**config.mk**
```make
export PLATFORM = sky130hd
export DESIGN_NAME = ps_serial_restore
export DESIGN_NICKNAME = d
export VERILOG_FILES = /design/src/rtl/ps_serial_restore.sv
export SDC_FILE = /design/constraint.sdc
export NUM_CORES = 1
export LEC_CHECK = 0
export BUFFER_PORTS_ARGS = -buffer_cell sky130_fd_sc_hd__buf_2
export CAP_MARGIN = 40
export CORE_MARGIN = 2
export CORE_UTILIZATION = 56
export DETAILED_ROUTE_END_ITERATION = 10
export PLACE_DENSITY = 0.77
export SYNTH_ARGS = -nofsm -noshare
export SYNTH_HDL_FRONTEND = slang
export SYNTH_SLANG_ARGS = --single-unit
```
**constraint.sdc**
```tcl
create_clock -name clk -period 3.6 [get_ports clk]
set_clock_uncertainty 0.1 [all_clocks]
set_input_delay 0.18 -clock clk [delete_from_list [all_inputs] [get_ports clk]]
set_output_delay 0.18 -clock clk [all_outputs]
set_load 0.02 [all_outputs]
```
**src/rtl/ps_serial_restore.sv**
```systemverilog
// ps_serial_restore: recovers the minuend i0 = (D + i1) mod 2**size from a
// subtractor result {Br, D} and its subtrahend i1. It adds one bit per clock,
// LSB first, and flags err when the final carry disagrees with Br.
module ps_serial_restore #(
    parameter int unsigned size = 4
) (
    input  logic            clk,
    input  logic            rst,
    input  logic            in_valid,
    output logic            in_ready,
    input  logic [size-1:0] D,
    input  logic            Br,
    input  logic [size-1:0] i1,
    output logic            out_valid,
    input  logic            out_ready,
    output logic [size-1:0] i0,
    output logic            err
);

    localparam int unsigned CW = $clog2(size + 1);

    localparam logic [1:0] S_IDLE = 2'd0;
    localparam logic [1:0] S_RUN  = 2'd1;
    localparam logic [1:0] S_DONE = 2'd2;

    logic [1:0]      r_state;
    logic [1:0]      w_state_next;
    logic [size-1:0] r_d;
    logic [size-1:0] r_a;
    logic [size-1:0] r_i0;
    logic            r_br;
    logic            r_c;
    logic            r_err;
    logic [CW-1:0]   r_cnt;

    logic            w_s;
    logic            w_c_next;
    logic            w_last;
    logic [size:0]   w_i0_shift;

    // One full-adder slice on the current LSBs plus the running carry
    assign w_s        = r_d[0] ^ r_a[0] ^ r_c;
    assign w_c_next   = (r_d[0] & r_a[0]) | (r_d[0] & r_c) | (r_a[0] & r_c);
    assign w_last     = (r_cnt == CW'(size - 1));
    // Sum bit enters at the MSB so the LSB-first result lands aligned after size shifts
    assign w_i0_shift = {w_s, r_i0};

    assign in_ready  = (r_state == S_IDLE);
    assign out_valid = (r_state == S_DONE);
    assign i0        = r_i0;
    assign err       = r_err;

    // State register
    always_ff @(posedge clk or posedge rst) begin
        if (rst) begin
            r_state <= S_IDLE;
        end else begin
            r_state <= w_state_next;
        end
    end

    // Next-state logic: accept in IDLE, run size cycles, hold result until taken
    always_comb begin
        w_state_next = r_state;
        case (r_state)
            S_IDLE:  if (in_valid)  w_state_next = S_RUN;
            S_RUN:   if (w_last)    w_state_next = S_DONE;
            S_DONE:  if (out_ready) w_state_next = S_IDLE;
            default: w_state_next = S_IDLE;
        endcase
    end

    // Datapath: operand capture, serial add, result and consistency flag
    always_ff @(posedge clk or posedge rst) begin
        if (rst) begin
            r_d   <= '0;
            r_a   <= '0;
            r_i0  <= '0;
            r_br  <= 1'b0;
            r_c   <= 1'b0;
            r_err <= 1'b0;
            r_cnt <= '0;
        end else begin
            case (r_state)
                S_IDLE: begin
                    if (in_valid) begin
                        r_d   <= D;
                        r_a   <= i1;
                        r_br  <= Br;
                        r_c   <= 1'b0;
                        r_cnt <= '0;
                    end
                end
                S_RUN: begin
                    r_d   <= r_d >> 1;
                    r_a   <= r_a >> 1;
                    r_c   <= w_c_next;
                    r_i0  <= w_i0_shift[size:1];
                    r_cnt <= r_cnt + CW'(1);
                    if (w_last) begin
                        r_err <= w_c_next ^ r_br;
                    end
                end
                default: begin
                end
            endcase
        end
    end

endmodule

```
* Word-level counts from Yosys, hierarchy flattened
Index checks and enable logic that the tools add are counted.
** Operators by class
- Multiplexer cells :: 12
- Bitwise gates (word level) :: 8
- Equal/unequal tests :: 6
- Reduce and logical (&&, ||, !) cells :: 6
- $add $sub $neg :: 1
** Operator list (count)
- one-hot mux 4 bit (2 select lines) :: 2
- 2-to-1 mux 4 bit :: 2
- 2-to-1 mux 2 bit :: 3
- one-hot mux 2 bit (3 select lines) :: 1
- one-hot mux 3 bit (2 select lines) :: 1
- AND reduction 2 bit :: 3
- inequality test 2 bit (second input constant) :: 2
- adder 3 x 1 -> 3 bit (second input constant) :: 1
- AND 1 bit :: 3
- == test 3 x 2 -> 1 bit (second input constant) :: 1
- 2-to-1 mux 3 bit :: 1
- AND reduction 3 bit :: 1
- XOR 1 bit :: 3
- == test 2 x 1 -> 1 bit (second input constant) :: 1
- == test 2 bit (second input constant) :: 1
- zero test 2 bit :: 1
- inequality test 2 x 1 -> 1 bit (second input constant) :: 1
- bitwise OR 1 bit :: 2
- one-hot mux 1 bit (2 select lines) :: 1
- nonzero test 2 bit :: 1
- 2-to-1 mux 1 bit :: 1
** Storage, ports and cells
- Word-level logic and storage cells :: 41
- Output and inout bits :: 7
- Flip-flop bits (word level) :: 20
- Bits of input ports :: 13

* Depth between registers and ports, before layout
- Depth after elaboration :: 4
- Mapped depth :: 4
- Gate-level depth less buffers :: 4

* Least setup slack after synthesis
No wires, ideal clock.
- Path type :: reg-to-reg
- From :: register r_d[0]
- To :: register r_err (netlist: err)
- Setup time :: 128 ps
- Setup slack :: 2185 ps
- Stages on the path, launching flop included :: 5
- Buffers on the path :: 0
- Arrival time :: 1187 ps
- Clock period less this slack :: 1415 ps
- Required time :: 3372 ps
- Path through :: dfrtp_1 -> inv_1 -> fa_1 -> xnor2_1 -> mux2_1
** Between the ends
- Word-level cells in the longest chain between the ends :: 4
- Elaborated cells on any way between the ends :: 5
- Those cells by class :: 5 x bitwise
** RTL lines
- start, declared :: line 28 : logic [size-1:0] r_d;
- start signal, assigned :: line 95 : r_d <= r_d >> 1;
- AND 1 bit :: line 43 : assign w_c_next = (r_d[0] & r_a[0]) | (r_d[0] & r_c) | (r_a[0] & r_c);
- bitwise OR 1 bit (*) (2 in a row) :: line 43
- XOR 1 bit (*) :: line 101 : r_err <= w_c_next ^ r_br;
- end signal, assigned :: line 101
- end, declared :: line 33 : logic r_err;
Every way passes the cells marked *; elsewhere a longest branch is shown, timed or not.
A chain may end at the register's enable or synchronous reset.

* Final worst setup path
- From :: register r_state[0]
- To :: register r_i0[1] (netlist: i0[1])
** Between the ends
- Word-level cells in the longest chain between the ends :: 1
** RTL lines
- start, declared :: line 26 : logic [1:0] r_state;
- start signal, assigned :: line 58 : r_state <= w_state_next;
- == test 2 x 1 -> 1 bit :: line 84 : case (r_state)
- end signal, assigned :: line 98 : r_i0 <= w_i0_shift[size:1];
- end, declared :: line 30 : logic [size-1:0] r_i0;
No other way between the ends.

==> out/metrics.cfg <==
[status]
status=finished clean

[synth]
synth_edf_count=0
syn_nets=94
yosys.area.top_type=dfrtp_1
yosysMostFrequentCell=dfrtp_1
yosysWarnings=0
yosysUniqueCellTypes=29
yosysSeqAreaShare=0.522
ys_ff_latch=20
synth_top_area_frac=0.522
synthTopCellsByCount=dfrtp_1 (20), inv_1 (11), mux2_1 (5), nor2b_1 (5)
ys.flop_type=dfrtp_1
synth_area_leaders=dfrtp_1 (52%), mux2_1 (5.9%), inv_1 (4.3%), a222oi_1 (4.2%), nor2b_1 (3.3%)
avgSynthCellArea_sq_um=12.3
syn-cell-area_sq_um=960
async_reset_ff_frac=1.00
syn_inst=78

[sta]
grt_setup_unrepaired=no
setup_viol=0
final_hold_viol_count=0
worstMarginPinSlew_ps=737
slew_viol_final=0
finalSetupTns_ps=0
finalCriticalPeriod_ps=1940
slew_headroom=0.508
period_share=0.539
fmax_mhz=516

[layout]
area_growth_pct=16.3
stdcell_count=116
layout-drive-gt1-share=0.280
fin_util=0.716
n_antenna_cell=0
num-fill-cells=117
layout.nets=117

[clocking]
post_cts_buffers=0
post_cts_resized=0
cts_inserted_buffers=3
cts_tree=yes
cts_buffer_depth=2
clk_pin_slew_ps=120
cts_hold_buf=3
clk_latency_ps=300
clock-sinks=20
cts_root_buf=clkbuf_4
htree_levels=1

[critical_path]
worstPathArrival_ps=2030
crit_slowest_cell=dfrtp_1
worstReg2RegStart=r_state[0]$_DFFE_PP0P_
cpPeakStageDelay_ps=680
required_ps=3690
end_kind=flip-flop
cp-start-kind=flip-flop
cp_num_buf_inv=0
critPathTopFamily=flip-flops
worst_r2r_path_depth=2
crit_type=flip-flop to flip-flop
path_max_fanout=14
rrSetupSlack_ps=1660
reg2reg_to=i0[1]$_DFFE_PP0P_
cp_cell_sequence=nor2b_1, mux2_1

[power]
pwr-share-comb=0.445
ir_worst_vdd_v=0.000582
p_int_mw=0.601
leakage_nw=0.562
p_per_area_nw_per_um2=882
clkPwrFrac=0.132
power_switching_share=0.389
p_switching_mw=0.383
p_seq_frac=0.423

[floorplan]
io_pins=20
start_util=0.616
rows=14
die_h_microns=45.4
dieArea_sq_um=2060
coreArea_sq_um=1560
die_w_microns=45.4

[min_path]
hold_path_end=r_d[3]$_DFFE_PP0P_
worstHoldStart=D[3]
hold_class=input pin to flip-flop
hold_depth=2

[route]
viasPerCell=5.73
dr.pass1.iters=6
ant_nets=0
drcViolationCount=0
drtIter0Drc=30
routed-via-count=665
drt-total-wl_microns=1740
drt-wirelength-per-cell_microns=15.0

[placed_design]
gp_congestion=0.711
dp_cells=109
io_buffers=19
hpwl_microns=1230

[global_route]
grt_util_all_layers=0.197
grt_pass1_vias=671
grt_pass1_wl_microns=2840
grt_max_degree=21
antenna_found_initial=0
grt_overflow=0

[run]
cap_viol_max_count=0

flip-flops by register name, summed over array words and instances, names as in the netlist:
name,flops
r_a,4
i0,4
r_cnt,3
r_state,2
r_c,1
r_d,4
r_br,1
err,1
layout make-up:
type,count,area (sq um),area share
Clock buffer,4,36.3,0.0325
Inverter,11,41.3,0.0370
Multi-Input combinational cell,43,393,0.352
Sequential cell,20,500,0.448
Tap cell,16,20.0,0.0179
Timing Repair Buffer,22,125,0.112
layout by cell type (no fill, tap or decap), types with 2 or more instances in the layout:
cell type      count
dlygate4sd3_1      3
a22o_1             2
buf_2             19
mux2_1             5
inv_1             11
nand2b_1           4
a222oi_1           4
dfrtp_1           20
ha_1               2
clkbuf_4           3
o22ai_1            2
mux2i_1            2
nor2b_1            5
worst max-delay path by stage:
stage	cells after the start	start	to	slack, ps
final	2	r_state[0]$_DFFE_PP0P_	i0[1]$_DFFE_PP0P_	1660
after global routing	2	r_state[0]$_DFFE_PP0P_	i0[1]$_DFFE_PP0P_	1550
after CTS	2	r_state[0]$_DFFE_PP0P_	i0[2]$_DFFE_PP0P_	1680
after detailed placement	2	r_state[0]$_DFFE_PP0P_	i0[2]$_DFFE_PP0P_	1710
after global placement	2	r_state[0]$_DFFE_PP0P_	i0[0]$_DFFE_PP0P_	1780
after floorplan	4	r_d[0]$_DFFE_PP0P_	err$_DFFE_PP0P_	2190
per-stage QoR:
stage               setup WS (ps)  hold WS (ps)  cell area (sq um)  total power [mW]
floorplan                    2190          43.8                960             0.756
global placement             1780           235               1050             0.841
detailed placement           1710           247               1050             0.863
CTS                          1680          2.21               1120             0.992
global route                 1550          6.31               1120              1.06
finish                       1660          14.5               1120             0.985
worst reg2reg max path: cells and delay by family (launching register included):
kind / cells / cell delay, ps
DFF: 1 / 680
muxes: 1 / 380
and+or+nand+nor: 1 / 670
routing by layer:
metal  global-route usage  share of wire  up-vias
met5                    0              0        -
li1                     -              -      319
met3               0.0357          0.037        2
met2                0.341           0.51       20
met4               0.0882         0.0075        0
met1                0.238           0.44      324
kinds of logic (layout without fill, tap and decap cells):
logic type / after synthesis / in the layout / synth area share
buffers and inverters: 15 / 37 / 0.0691
adder cells (fa/ha/maj): 3 / 3 / 0.0469
AO/OA/AOI/OAI: 15 / 15 / 0.137
multiplexers: 7 / 7 / 0.0795
flip-flops: 20 / 20 / 0.522
XOR/XNOR: 1 / 1 / 0.00913
AND/OR/NAND/NOR: 17 / 17 / 0.137
power groups by stage:
stage | logic, mW | registers [mW] | clock network, mW
2_1_floorplan | 0.337 | 0.419 | 0
3_3_place_gp | 0.428 | 0.413 | 0
3_5_place_dp | 0.441 | 0.422 | 0
4_1_cts | 0.444 | 0.416 | 0.132
5_1_grt | 0.490 | 0.429 | 0.139
6_report | 0.438 | 0.416 | 0.130
Note: power is estimated with default switching activity, not from simulation.
